## config.mk

```make
export PLATFORM = sky130hd
export DESIGN_NAME = phantom_clock_gate
export DESIGN_NICKNAME = d
export VERILOG_FILES = /design/src/rtl/phantom_clock_gate.sv
export SDC_FILE = /design/constraint.sdc
export NUM_CORES = 1
export LEC_CHECK = 0
export CAP_MARGIN = 20
export CORE_MARGIN = 3
export CORE_UTILIZATION = 65
export CTS_BUF_LIST = sky130_fd_sc_hd__clkbuf_8
export DETAILED_ROUTE_END_ITERATION = 10
export PLACE_DENSITY = 0.82
export SLEW_MARGIN = 20
export SYNTH_ARGS = -nofsm -noshare
export SYNTH_HDL_FRONTEND = slang
export SYNTH_SLANG_ARGS = --single-unit
```

## constraint.sdc

```tcl
create_clock -name C7M -period 6 [get_ports C7M]
set_input_delay 0.6 -clock C7M [delete_from_list [all_inputs] [get_ports C7M]]
set_output_delay 0.6 -clock C7M [all_outputs]
set_load 0.02 [all_outputs]
```

## src/rtl/phantom_clock_gate.sv

```systemverilog
// phantom_clock_gate: phantom real-time clock inserted in the RAM/ROM chip-select path.
// A 64-bit write pattern on D0 unlocks a 64-access serial transfer of the BCD time.
// During the transfer, chip select to the card RAM/ROM is suppressed. Otherwise chip
// select passes through and the time advances on a C7M-derived 100 Hz tick.
//
// Access handshake: nCEI is treated as an asynchronous strobe. It is resynchronised
// through two flops. An access event fires on the third C7M edge after nCEI falls,
// and a release event fires on the third edge after it rises. nWE and DIN0 must be
// stable on the event edge and are sampled only there.
`timescale 1ns/1ps

module phantom_clock_gate #(
  parameter int unsigned TICK_DIV = 71591,
  parameter logic [63:0] PATTERN  = 64'h5CA33AC55CA33AC5
) (
  input  logic C7M,
  input  logic RES,
  input  logic nCEI,
  input  logic nWE,
  input  logic DIN0,
  output logic DOUT0,
  output logic DOE,
  output logic CSGB,
  output logic DAYROLL
);

  typedef enum logic [1:0] {
    IDLE  = 2'd0,
    MATCH = 2'd1,
    XFER  = 2'd2,
    DONE  = 2'd3
  } state_t;

  localparam int PW = (TICK_DIV > 1) ? $clog2(TICK_DIV) : 1;

  state_t        state;
  logic [5:0]    idx;
  logic [63:0]   sr;
  logic          allwr;

  logic          ncei_s1;
  logic          ncei_s2;
  logic          ncei_q;
  logic          acc_evt;
  logic          rel_evt;

  logic [PW-1:0] pre;
  logic          tick;
  logic          load;

  logic [7:0]    hund;
  logic [7:0]    sec;
  logic [7:0]    min;
  logic [7:0]    hour;
  logic [2:0]    day;
  logic [7:0]    date;
  logic [7:0]    month;
  logic [7:0]    year;
  logic [63:0]   live_time;

  // Per-digit BCD increment; each nibble wraps modulo 10 so bad loaded digits self-heal.
  function automatic logic [7:0] bcd_inc(input logic [7:0] v);
    logic [3:0] lo;
    logic [3:0] hi;
    lo = v[3:0];
    hi = v[7:4];
    if (lo >= 4'd9) begin
      lo = 4'd0;
      hi = (hi >= 4'd9) ? 4'd0 : hi + 4'd1;
    end else begin
      lo = lo + 4'd1;
    end
    return {hi, lo};
  endfunction

  assign acc_evt   = ncei_q & ~ncei_s2;
  assign rel_evt   = ~ncei_q & ncei_s2;
  assign tick      = (pre == PW'(TICK_DIV - 1));
  assign load      = (state == DONE) && rel_evt && allwr;
  assign live_time = {year, month, date, 5'b00000, day, hour, min, sec, hund};

  // Chip-select gating is combinational from the registered state so pass-through adds no delay.
  assign CSGB = !nCEI && !((state == XFER) || (state == DONE));
  assign DOE  = !nCEI && nWE && ((state == XFER) || (state == DONE));

  // Two-flop synchroniser plus one history flop for edge detection on nCEI.
  always_ff @(posedge C7M or posedge RES) begin
    if (RES) begin
      ncei_s1 <= 1'b1;
      ncei_s2 <= 1'b1;
      ncei_q  <= 1'b1;
    end else begin
      ncei_s1 <= nCEI;
      ncei_s2 <= ncei_s1;
      ncei_q  <= ncei_s2;
    end
  end

  // Free-running 100 Hz prescaler.
  always_ff @(posedge C7M or posedge RES) begin
    if (RES) begin
      pre <= '0;
    end else if (tick) begin
      pre <= '0;
    end else begin
      pre <= pre + PW'(1);
    end
  end

  // Live time: a software load beats a coincident tick (that tick is dropped).
  always_ff @(posedge C7M or posedge RES) begin
    if (RES) begin
      hund    <= 8'h00;
      sec     <= 8'h00;
      min     <= 8'h00;
      hour    <= 8'h00;
      day     <= 3'd1;
      date    <= 8'h00;
      month   <= 8'h00;
      year    <= 8'h00;
      DAYROLL <= 1'b0;
    end else begin
      DAYROLL <= 1'b0;
      if (load) begin
        hund  <= sr[7:0];
        sec   <= sr[15:8];
        min   <= sr[23:16];
        hour  <= sr[31:24];
        day   <= sr[34:32];
        date  <= sr[47:40];
        month <= sr[55:48];
        year  <= sr[63:56];
      end else if (tick) begin
        if (hund == 8'h99) begin
          hund <= 8'h00;
          if (sec == 8'h59) begin
            sec <= 8'h00;
            if (min == 8'h59) begin
              min <= 8'h00;
              if (hour == 8'h23) begin
                hour    <= 8'h00;
                day     <= (day == 3'd7) ? 3'd1 : day + 3'd1;
                DAYROLL <= 1'b1;
              end else begin
                hour <= bcd_inc(hour);
              end
            end else begin
              min <= bcd_inc(min);
            end
          end else begin
            sec <= bcd_inc(sec);
          end
        end else begin
          hund <= bcd_inc(hund);
        end
      end
    end
  end

  // Unlock matcher and serial transfer FSM.
  always_ff @(posedge C7M or posedge RES) begin
    if (RES) begin
      state <= IDLE;
      idx   <= 6'd0;
      sr    <= 64'd0;
      allwr <= 1'b0;
      DOUT0 <= 1'b0;
    end else begin
      case (state)
        IDLE, MATCH: begin
          if (acc_evt) begin
            if (!nWE) begin
              if (DIN0 == PATTERN[idx]) begin
                if (idx == 6'd63) begin
                  state <= XFER;
                  idx   <= 6'd0;
                  sr    <= live_time;
                  allwr <= 1'b1;
                end else begin
                  state <= MATCH;
                  idx   <= idx + 6'd1;
                end
              end else if (DIN0 == PATTERN[0]) begin
                // The breaking bit may itself start a fresh match.
                state <= MATCH;
                idx   <= 6'd1;
              end else begin
                state <= IDLE;
                idx   <= 6'd0;
              end
            end else begin
              state <= IDLE;
              idx   <= 6'd0;
            end
          end
        end
        XFER: begin
          if (acc_evt) begin
            if (nWE) begin
              DOUT0 <= sr[idx];
              allwr <= 1'b0;
            end else begin
              sr[idx] <= DIN0;
            end
            idx <= idx + 6'd1;
            if (idx == 6'd63) begin
              state <= DONE;
            end
          end
        end
        DONE: begin
          if (rel_evt) begin
            state <= IDLE;
            idx   <= 6'd0;
          end
        end
        default: begin
          state <= IDLE;
          idx   <= 6'd0;
        end
      endcase
    end
  end

endmodule

```

Yosys cells after proc, flatten, opt, wreduce, memory -nomap -nowiden --
Memory sizes are Yosys's and may differ from the RTL's. Cells that the tools add are included.
Storage, ports and cells: memories 1, output and inout port bits 4, input bits 5, register bits 154, bits in latches 0, bits in read-only memories 64, RAM bits 0
Memory list:
- (name not given) | depth 64, width 1, read ports 1, clocked after Yosys merged registers in 0, write ports 0, RTL line 173 | if (DIN0 == PATTERN[idx]) begin
Cells by class: order comparisons 10, add/sub/neg operators 11, multipliers 0, reductions and logical operators 34, muxes and demuxes 81, shift operators 0, divide/modulo/power cells 0, bitwise operators 4, equal/unequal tests 20
Operators by type and width (count):
- $mux 64 | 6
- $mux 8 | 18
- $pmux 64 s2 | 1
- $bwmux 64 | 1
- $mux 4 | 12
- $mux 6 | 6
- $add 4x1->4 const B | 8
- $ge 4x4->1 const B | 8
- $mux 3 | 7
- $pmux 6 s3 | 1
- $add 17x1->17 const B | 1
- $eq 17x17->1 const B | 1
- $mux 1 | 17
- $mux 17 | 1
- $eq 8x7->1 const B | 2
- $ne 2x2->1 const B | 8
- $mux 2 | 7
- $reduce_and 7->1 | 2
- $reduce_and 3->1 | 4
- $reduce_and 4->1 | 3
- $reduce_bool 2->1 | 6
- $reduce_bool 3->1 | 4
- $reduce_and 5->1 | 2
- $eq 8x6->1 const B | 1
- other kinds (23) | 33

Depth between registers and ports, before layout --
Gate-level depths: netlist (run 1).
depth after elaboration 9, depth in mapped cells 10

Least setup slack after synthesis (run 1) --
OpenSTA, ideal clock, no wires.
kind in2reg, start point input port nWE, end point register sr[48], data arrival time 2.196 ns, required time 5.834 ns, cell stages on the path 7, library setup time 0.166 ns, setup slack 3.639 ns, path buffers 2, cells stage by stage clkbuf_1 nor3b_1 nand2_1 or3_1 clkbuf_1 nor2_1 a211oi_1
On the way: cells in the longest elaborated chain, start to end 2, elaborated cells on any way between the ends 3, classes of those cells 2 x eq/ne; 1 x reduce/logical
Ends and longest elaborated chain:
- from (decl) | RTL line 19 | input logic nWE,
- $ne 2x2->1 (no source line)
- $reduce_and 7->1 (no source line) *
- to (signal assigned) | RTL line 177 | sr <= live_time;
- to (decl) | RTL line 38 | logic [63:0] sr;
Every way passes the cells marked *; elsewhere a longest branch is shown, timed or not. A chain may end at the register's enable or synchronous reset.

Final worst setup path (run 1) --
start point register idx[0], end point register sr[8]
On the way: cells in the longest elaborated chain, start to end 8, elaborated cells on any way between the ends 16, classes of those cells 2 x order compare; 4 x eq/ne; 7 x mux; 2 x reduce/logical; 1 x memory
Ends and longest elaborated chain:
- from (decl) | RTL line 37 | logic [5:0] idx;
- from (signal assigned) | RTL line 181 | idx <= idx + 6'd1;
- from (signal assigned) | RTL line 205 | idx <= idx + 6'd1;
- $lt 6x7->1 (not written as such) / $ge 6x1->1 (equally long branches) | RTL line 203 | sr[idx] <= DIN0;
- $logic_and 1x1->1 (not written as such) | RTL line 203
- $mux 1 (not written as such) | RTL line 203
- $demux 1 s6 | RTL line 203
- $bwmux 64 | RTL line 203
- $mux 64 | RTL line 199 | if (nWE) begin
- $mux 64 | RTL line 198 | if (acc_evt) begin
- $pmux 64 s2 | RTL line 169 | case (state)
Parallel ways exist; a longest one is shown, timed or not. The select of a mux whose other input is x is not followed.

==> metrics list, run 1 <==
- Result of the run: finished, final reports clean
* Total Negative Setup Slacks: 0 ps
- Routing usage on met2: 53.09%
- Quantity of hold-fixing buffers added after cts: 0
* Post-CTS setup buffer count: 0
- Layout overhead on the synthesized area: 6.358%
- Initial Utilization: 67.55%
* Floorplan Core Area: 12880 sq um
- Total power divided by cell area: around 230 nW/um^2
* Final Total Pwr: approximately 2.1 mW
- By area the synthesized netlist is led by sky130_fd_sc_hd__dfrtp_1 (43%), sky130_fd_sc_hd__nand2_1 (5.4%), sky130_fd_sc_hd__nor2_1 (5.1%).
* GP Congestion: a little under 1
- The commonest cells after synthesis are sky130_fd_sc_hd__dfrtp_1 (150), sky130_fd_sc_hd__nand2_1 (124), sky130_fd_sc_hd__nor2_1 (118).
- CP Launch Type: flip-flop
- TritonCTS built the clock tree.
* Critical-path cell list: buf_4 -> mux2i_4 -> xnor3_1 -> and3_2 -> buf_4 -> nor3_1 -> a221oi_1
- The finished cells cover roughly 9300 sq um.
* Stages on the worst setup path: 7
- R2r worst-path depth: 7
* Pin count of the biggest net entering global routing: 90
- Across every metal layer, demand over resource in global routing totals ~33%.
- Yosys printed 0 warnings.
- ANT cells: 0
- Detailed-route DRC error count: 0
* Via count of the first global-routing pass: 7647
- Primary flip-flop cell chosen by synthesis mapping: sky130_fd_sc_hd__dfrtp_1
- Register-to-register setup slack: around 2500 ps
- Share of the clock period used by the worst path after layout: 58.16%
- Clock skew: ~12 ps
- The number of gates resized after CTS was 0.
- STA puts the critical path data required time at 6370 ps.
- Number of pins with negative max-slew slack in the final report: 0
* Sequential element share of the synthesized area: about 44%
- Half-perimeter wire length after detailed placement: 15.90 mm
* Layout filler cell count: 919
- Summing over every cut layer, the via total after detailed routing is between 7000 and 8000.
- In this run the tool buffered the top-level ports with 8 buffer cells.
- Die height: 121.7 um
- Crit path capture type: flip-flop
- Pre-Repair DR Iteration Count: 6
- Relative max-transition margin: 24.62%
- The synthesized design contains 0 enable-type register cells.
- Clock latency on the worst-skew pair, taken at its later pin, is 480 ps.
- The H-tree generated during clock tree synthesis spans 4 levels.
- Cells with a size suffix above 1 make up about 6.9% of the layout.
- Top cell type's share of synthesized area: 43.15%
* Post-synthesis instance area: just under 9000 sq um
* Slowest cell on the critical path: sky130_fd_sc_hd__dfrtp_1
* Met3 Track Usage GR: under 10%
* Routed wire length per instance: 21.06 um
- Of all nets on the critical path, the largest fanout is 44.
* Share of flip-flops with an asynchronous set or reset after synthesis: 100.0%
* Post-Syn Nets: 1001
- Measured along the x axis, the die boundary spans 121.7 um.
- FMAX: 0.2866 GHz
- DR vias/cell: just under 7
- After floorplanning, the core was divided into 41 placement rows.
* GR met1 Demand/Resource: 41.57%
- For the pin with the worst max-slew slack, the measured transition is 1125 ps.
* Count of max-cap constraint violations: 0
- After technology mapping, the gate count stands at 966.
* Setup repair after global routing missed its margin: no
- Hold path depth: 0
- Die Footprint: 14810 sq um
* Worst setup path category: reg2reg
- Counting every sink on the clock net gives 154.
- Arrival time of data at the critical path endpoint: 3860 ps
- Minimum clock period after layout: 3490 ps
- sky130_fd_sc_hd__dfrtp_1 takes more of the synthesized area than any other cell.
* Crit-path most repeated cell: sky130_fd_sc_hd__buf_4
- Leakage power: 4.152 nW
- Number of ports placed on the die boundary: 9
- CTS Buf Count: 17
* Worst voltage drop across the vdd grid: 0.2060 mV
- Most congested layer reported by global routing: met2
* Hold Crit Class: reg2reg
* Average cell area after synthesis: roughly 9 sq um
- The placed instances occupy a cell area of 8811 sq um.
- The routed design has 23.78 mm of wire.
- Clock edge transition at the registers on the reported setup and hold paths: about 80 ps
* Final hold vios: 0
- In the post-synthesis netlist, the cell with the most instances is sky130_fd_sc_hd__dfrtp_1.
- The initial antenna violation count is 0.
- Post-route ant nets: 0
* Final number of setup-violating endpoints: 0
* DRC marker count from the first detailed-route iteration: about 860
- Kind of cell adding the most delay to the critical path: buffers and inverters
- After global routing the overflow that remains totals 0.
- In this design, the stage delay of the slowest critical-path cell is 820 ps.
- Number of distinct library cells after synthesis: 63
* Flip-flop and latch count after synthesis: ~150
* Count of buffer and inverter cells on the critical path: 2
- Counting along the longest clock path gives a buffer depth of 2.
- The final layout contains 979 nets.
- The first global-routing pass estimated 38.16 mm of wire.
- In this run the clock root is driven by a sky130_fd_sc_hd__clkbuf_8.
==> stage by stage <==
step,cells,setup WS [ps],utilization [%],hold WS (ps)
after CTS,1129,2575,71.85,365.0
after detailed placement,1097,2434,68.43,356.1
after global routing,1129,2310,71.85,370.9
after floorplan,966,1257,-,345.2
after global placement,1097,2637,68.43,346.7
final,1129,2510,71.85,366.3
==> cells in the final DEF (no fill, tap or decap), drive strengths merged, types with 10 or more instances in the layout <==
cell type  instances
dfrtp            150
nand2            124
nor2             119
nor3              51
a21oi             47
o21ai             45
a211oi            41
inv               39
ha                30
nand3             28
a221oi            22
clkbuf            21
o22ai             17
and3              14
buf               11
mux2i             11
nor2b             10
xnor2             10
==> power by group <==
group          leakage [nW]  internal [mW]  switching [mW]
Clock                 0.239          0.490           0.387
Sequential             2.12           1.04          0.0168
Combinational          1.79         0.0440           0.113
Total                  4.15           1.58           0.516
==> layout make-up <==
type / count / area, sq um / area share (%)
clock buffers: 21 / 289.0 / 3.124
well taps: 172 / 215.2 / 2.326
inverters: 36 / 140.1 / 1.515
flip-flops and latches: 154 / 3859 / 41.71
multi-input cells: 716 / 4434 / 47.93
clock inverters: 11 / 151.4 / 1.636
repair buffers: 19 / 162.7 / 1.758
==> per-layer routing <==
| layer | up-vias | wire, um |
|---|---|---|
| li1 | 3456 | - |
| met3 | 104 | 2114 |
| met1 | 3728 | 9366 |
| met2 | 435 | 11240 |
| met5 | - | 0 |
| met4 | 0 | 1055 |
==> state kept, by name (all words and copies together) (netlist names), 3 cells and up <==
signal and cells:
day 3, min 8, sec 8, date 8, pre 17, month 8, sr 64, hund 8
idx 6, hour 8, year 8
==> worst paths after layout <==
kind	startpoint	to
worst min register to register	ncei_s1	ncei_s2
min in group asynchronous	RES	month[2]
max in group asynchronous	RES	sr[47]
worst min-delay path	ncei_s1	ncei_s2
worst max-delay path	idx[0]	sr[8]
worst max register to register	idx[0]	sr[8]
==> logic make-up after synthesis <==
group                      count (synthesis)  synth area share, %
xor gates and xnor gates                  17                2.028
AOI/OAI and AO/OA                        244                19.03
DFF                                      154                44.36
adders and majority gates                 30                4.315
and+or+nand+nor                          401                21.35
buffers and inverters                     96                4.747
muxes                                     24                4.171
(Power assumes the default switching activity.)
==> run 2: changes to the inputs <==
- CORE_UTILIZATION: 65 -> 59
- PLACE_DENSITY: 0.82 -> 0.78
- clock period: 6 -> 2.9 ns (I/O delays scaled with it)
==> run 2 against run 1 <==
Compared with the run above: clock power rose by 90%; critical path type unchanged; final area rose by 2.2%; global-route usage fell by 4.3 points; sequential power rose by 110%; fmax rose by 42%; critical endpoint is now sr[63]; sequential cell count did not move.
==> metrics list, run 2 (synthesis gave the netlist of run 1 again) <==
- In this run the power spent charging and discharging nets is 1.079 mW.
* Final hold vios: 0
* Most frequent standard cell in the layout excluding fill and tap cells: sky130_fd_sc_hd__dfrtp_1
- Clock tree from TritonCTS: built
- Number of ports placed on the die boundary: 9
- Routed wire length per instance: 19.68 um
* Cell Count Post-Placement: ~1100
- Registers take 3859 sq um.
- At the pin with the least slew margin, the transition time is 814.6 ps.
- Capturing point of the worst reg2reg path: sr[63]
- Summing over every cut layer, the via total after detailed routing is 7574.
- Sum of overflow across all layers after global routing: 0
* Via count of the first global-routing pass: 7094
- The first routing iteration left 853 violations.
* DRT Wirelength: 22.93 mm
* Number of buffers added on ports: 8
* Number of flip-flops in the largest register: 64
* Worst setup path category: reg2reg
- The worst setup path is captured at a flip-flop.
- Register-to-register setup slack: 450 ps
- The first global-routing pass estimated 37.56 mm of wire.
* Final Total Pwr: 4.217 mW
- Row count: 43
- The number of pins with negative max-slew slack in the final report is 0.
- Die width: 127.4 um
- Worst setup startpoint: idx[4]
- Die Footprint: 16240 sq um
* ANT cells: 0
* Count of max-cap constraint violations: 0
- For the worst-skew pair, the clock arrives at the later sink with an insertion delay of 450 ps.
- Critical path data required time: 3230 ps
* Share of the clock period used by the worst path after layout: 84.62%
- GP Congestion: 0.9167
* CP Launch Type: flip-flop
- In the final layout, the share of cells above drive strength 1 is roughly a tenth.
* Layout overhead on the synthesized area: 8.674%
* R2r worst-path depth: 7
* Switching share of power: 25.59%
* Largest register by flop count: sr
- Logic gate share of total power: under 10%
* Resized cells post-CTS: 0
* Critical Path Sink: sr[63]
* Quantity of hold-fixing buffers added after cts: 0
- After clock tree synthesis, the clock-pin slew on the worst setup and hold paths is 80 ps.
- Post-route ant nets: 0
- Arrival time of data at the critical path endpoint: about 2800 ps
- Largest registers ranked by flip-flop count: sr: 64 flops, pre: 17 flops
* Fin nets: 1007
- Pre-Repair DR Iteration Count: 8
* Clk network pwr share: 39.5%
- Once the floorplan was initialized, standard cells occupied 61.47% of the core.
* Setup repair after global routing missed its margin: no
* Detailed-route DRC error count: 0
- Relative max-transition margin: 45.69%
* Die height: ~130 um
* FMAX: 0.4075 GHz
- In the global route stage, overall resource usage came out at approximately 29%.
- Leading cell types in the layout, fill and taps excluded: sky130_fd_sc_hd__dfrtp_1 (150), sky130_fd_sc_hd__nand2_1 (124), sky130_fd_sc_hd__nor2_1 (118)
- Setup violations remaining at the end of the flow were counted as 0.
- Summed over all cells, the static leakage comes to ~4.3 nW.
* CTS Buf Count: 17
- Count of clock tree sinks: 154
* Clock skew: 11.80 ps
- Number of antenna violations at the first check in global routing: 0
* Maximum clock path buffer count: 2
- For this design the ratio of total power to cell area is 446.1 nW/um^2.
- Multi-input gate area: between 4000 and 5000 sq um
- The wire-length estimate of the detail-placed layout is between 15 and 20 mm.
* DR vias/cell: 6.501
* Sequential fraction of design power: 51.6%
- Minimum clock period after layout: 2454 ps
- Floorplan Core Area: about 14000 sq um
* Critical register-to-register path startpoint: idx[4]
- Result of the run: finished, final reports clean
* Number of levels in the clock H-tree: 4
- Crit-path max FO: 55
* Pin count of the biggest net entering global routing: 155
- The finished layout holds 1165 standard cells, fillers aside.
- Hold Crit Class: in2reg
* Worst voltage drop across the vdd grid: around 0.45 mV
- The internal portion of the total power is roughly 3.1 mW.
- Setup total negative slack on the finished layout was measured at 0 ps.
* Layout filler cell count: 1124
- Post-CTS setup buffer count: 0
* Clock tree root driver cell: sky130_fd_sc_hd__clkbuf_8
## run 2: metal layers
metal	GRT usage, %	vias to the layer above	part of all wire [%]
li1	-	3507	-
met1	40.44	3676	43
met2	44.56	329	47
met3	7.274	62	7.9
met4	10.47	0	2.5
met5	0	-	0
## run 2: layout make-up
| type | instances | share of cell area [%] |
|---|---|---|
| Clock inverter | 10 | 1.059 |
| Clock buffer | 22 | 3.203 |
| Inverter | 36 | 1.469 |
| Multi-Input combinational cell | 716 | 46.86 |
| Sequential cell | 154 | 40.82 |
| Tap cell | 180 | 2.383 |
| Timing Repair Buffer | 47 | 4.209 |
## run 2: worst min path at each step
stage / startpoint / endpoint / slack [ps] / cells past startpoint
detailed placement: ncei_s1 / ncei_s2 / 360 / 0
floorplan: nCEI / ncei_s1 / 290 / 0
global placement: ncei_s1 / ncei_s2 / 350 / 0
CTS: nCEI / ncei_s1 / 270 / 1
finish: nCEI / ncei_s1 / 290 / 1
global route: nCEI / ncei_s1 / 260 / 1
## run 2: through the flow
| step | util, % | area, sq um | hold WS, ps | setup WS [ps] |
|---|---|---|---|---|
| detailed placement | 63.96 | 9050 | 356.9 | 429.3 |
| CTS | 66.81 | 9453 | 266.4 | 483.2 |
| floorplan | - | 8702 | 294.5 | 668.3 |
| global route | 66.81 | 9453 | 262.4 | 241.9 |
| finish | 66.81 | 9453 | 285.8 | 446.1 |
| global placement | 63.96 | 9050 | 346.9 | 447.5 |
## run 2: power groups by stage
stage	registers (mW)	clock network, mW	logic [mW]
2_1_floorplan	2.21	0	0.231
3_3_place_gp	2.22	0	0.358
3_5_place_dp	2.22	0	0.362
4_1_cts	2.18	1.68	0.363
5_1_grt	2.18	1.77	0.392
6_report	2.18	1.67	0.374
## run 2: worst max-delay path, cell delays in order (launching register included)
cell and delay, ps:
sky130_fd_sc_hd__dfrtp_1 600, sky130_fd_sc_hd__mux2_4 370, sky130_fd_sc_hd__mux2i_4 210, sky130_fd_sc_hd__xnor3_1 310, sky130_fd_sc_hd__and3_2 260, sky130_fd_sc_hd__buf_12 190
sky130_fd_sc_hd__a311oi_1 290, sky130_fd_sc_hd__a21oi_1 80
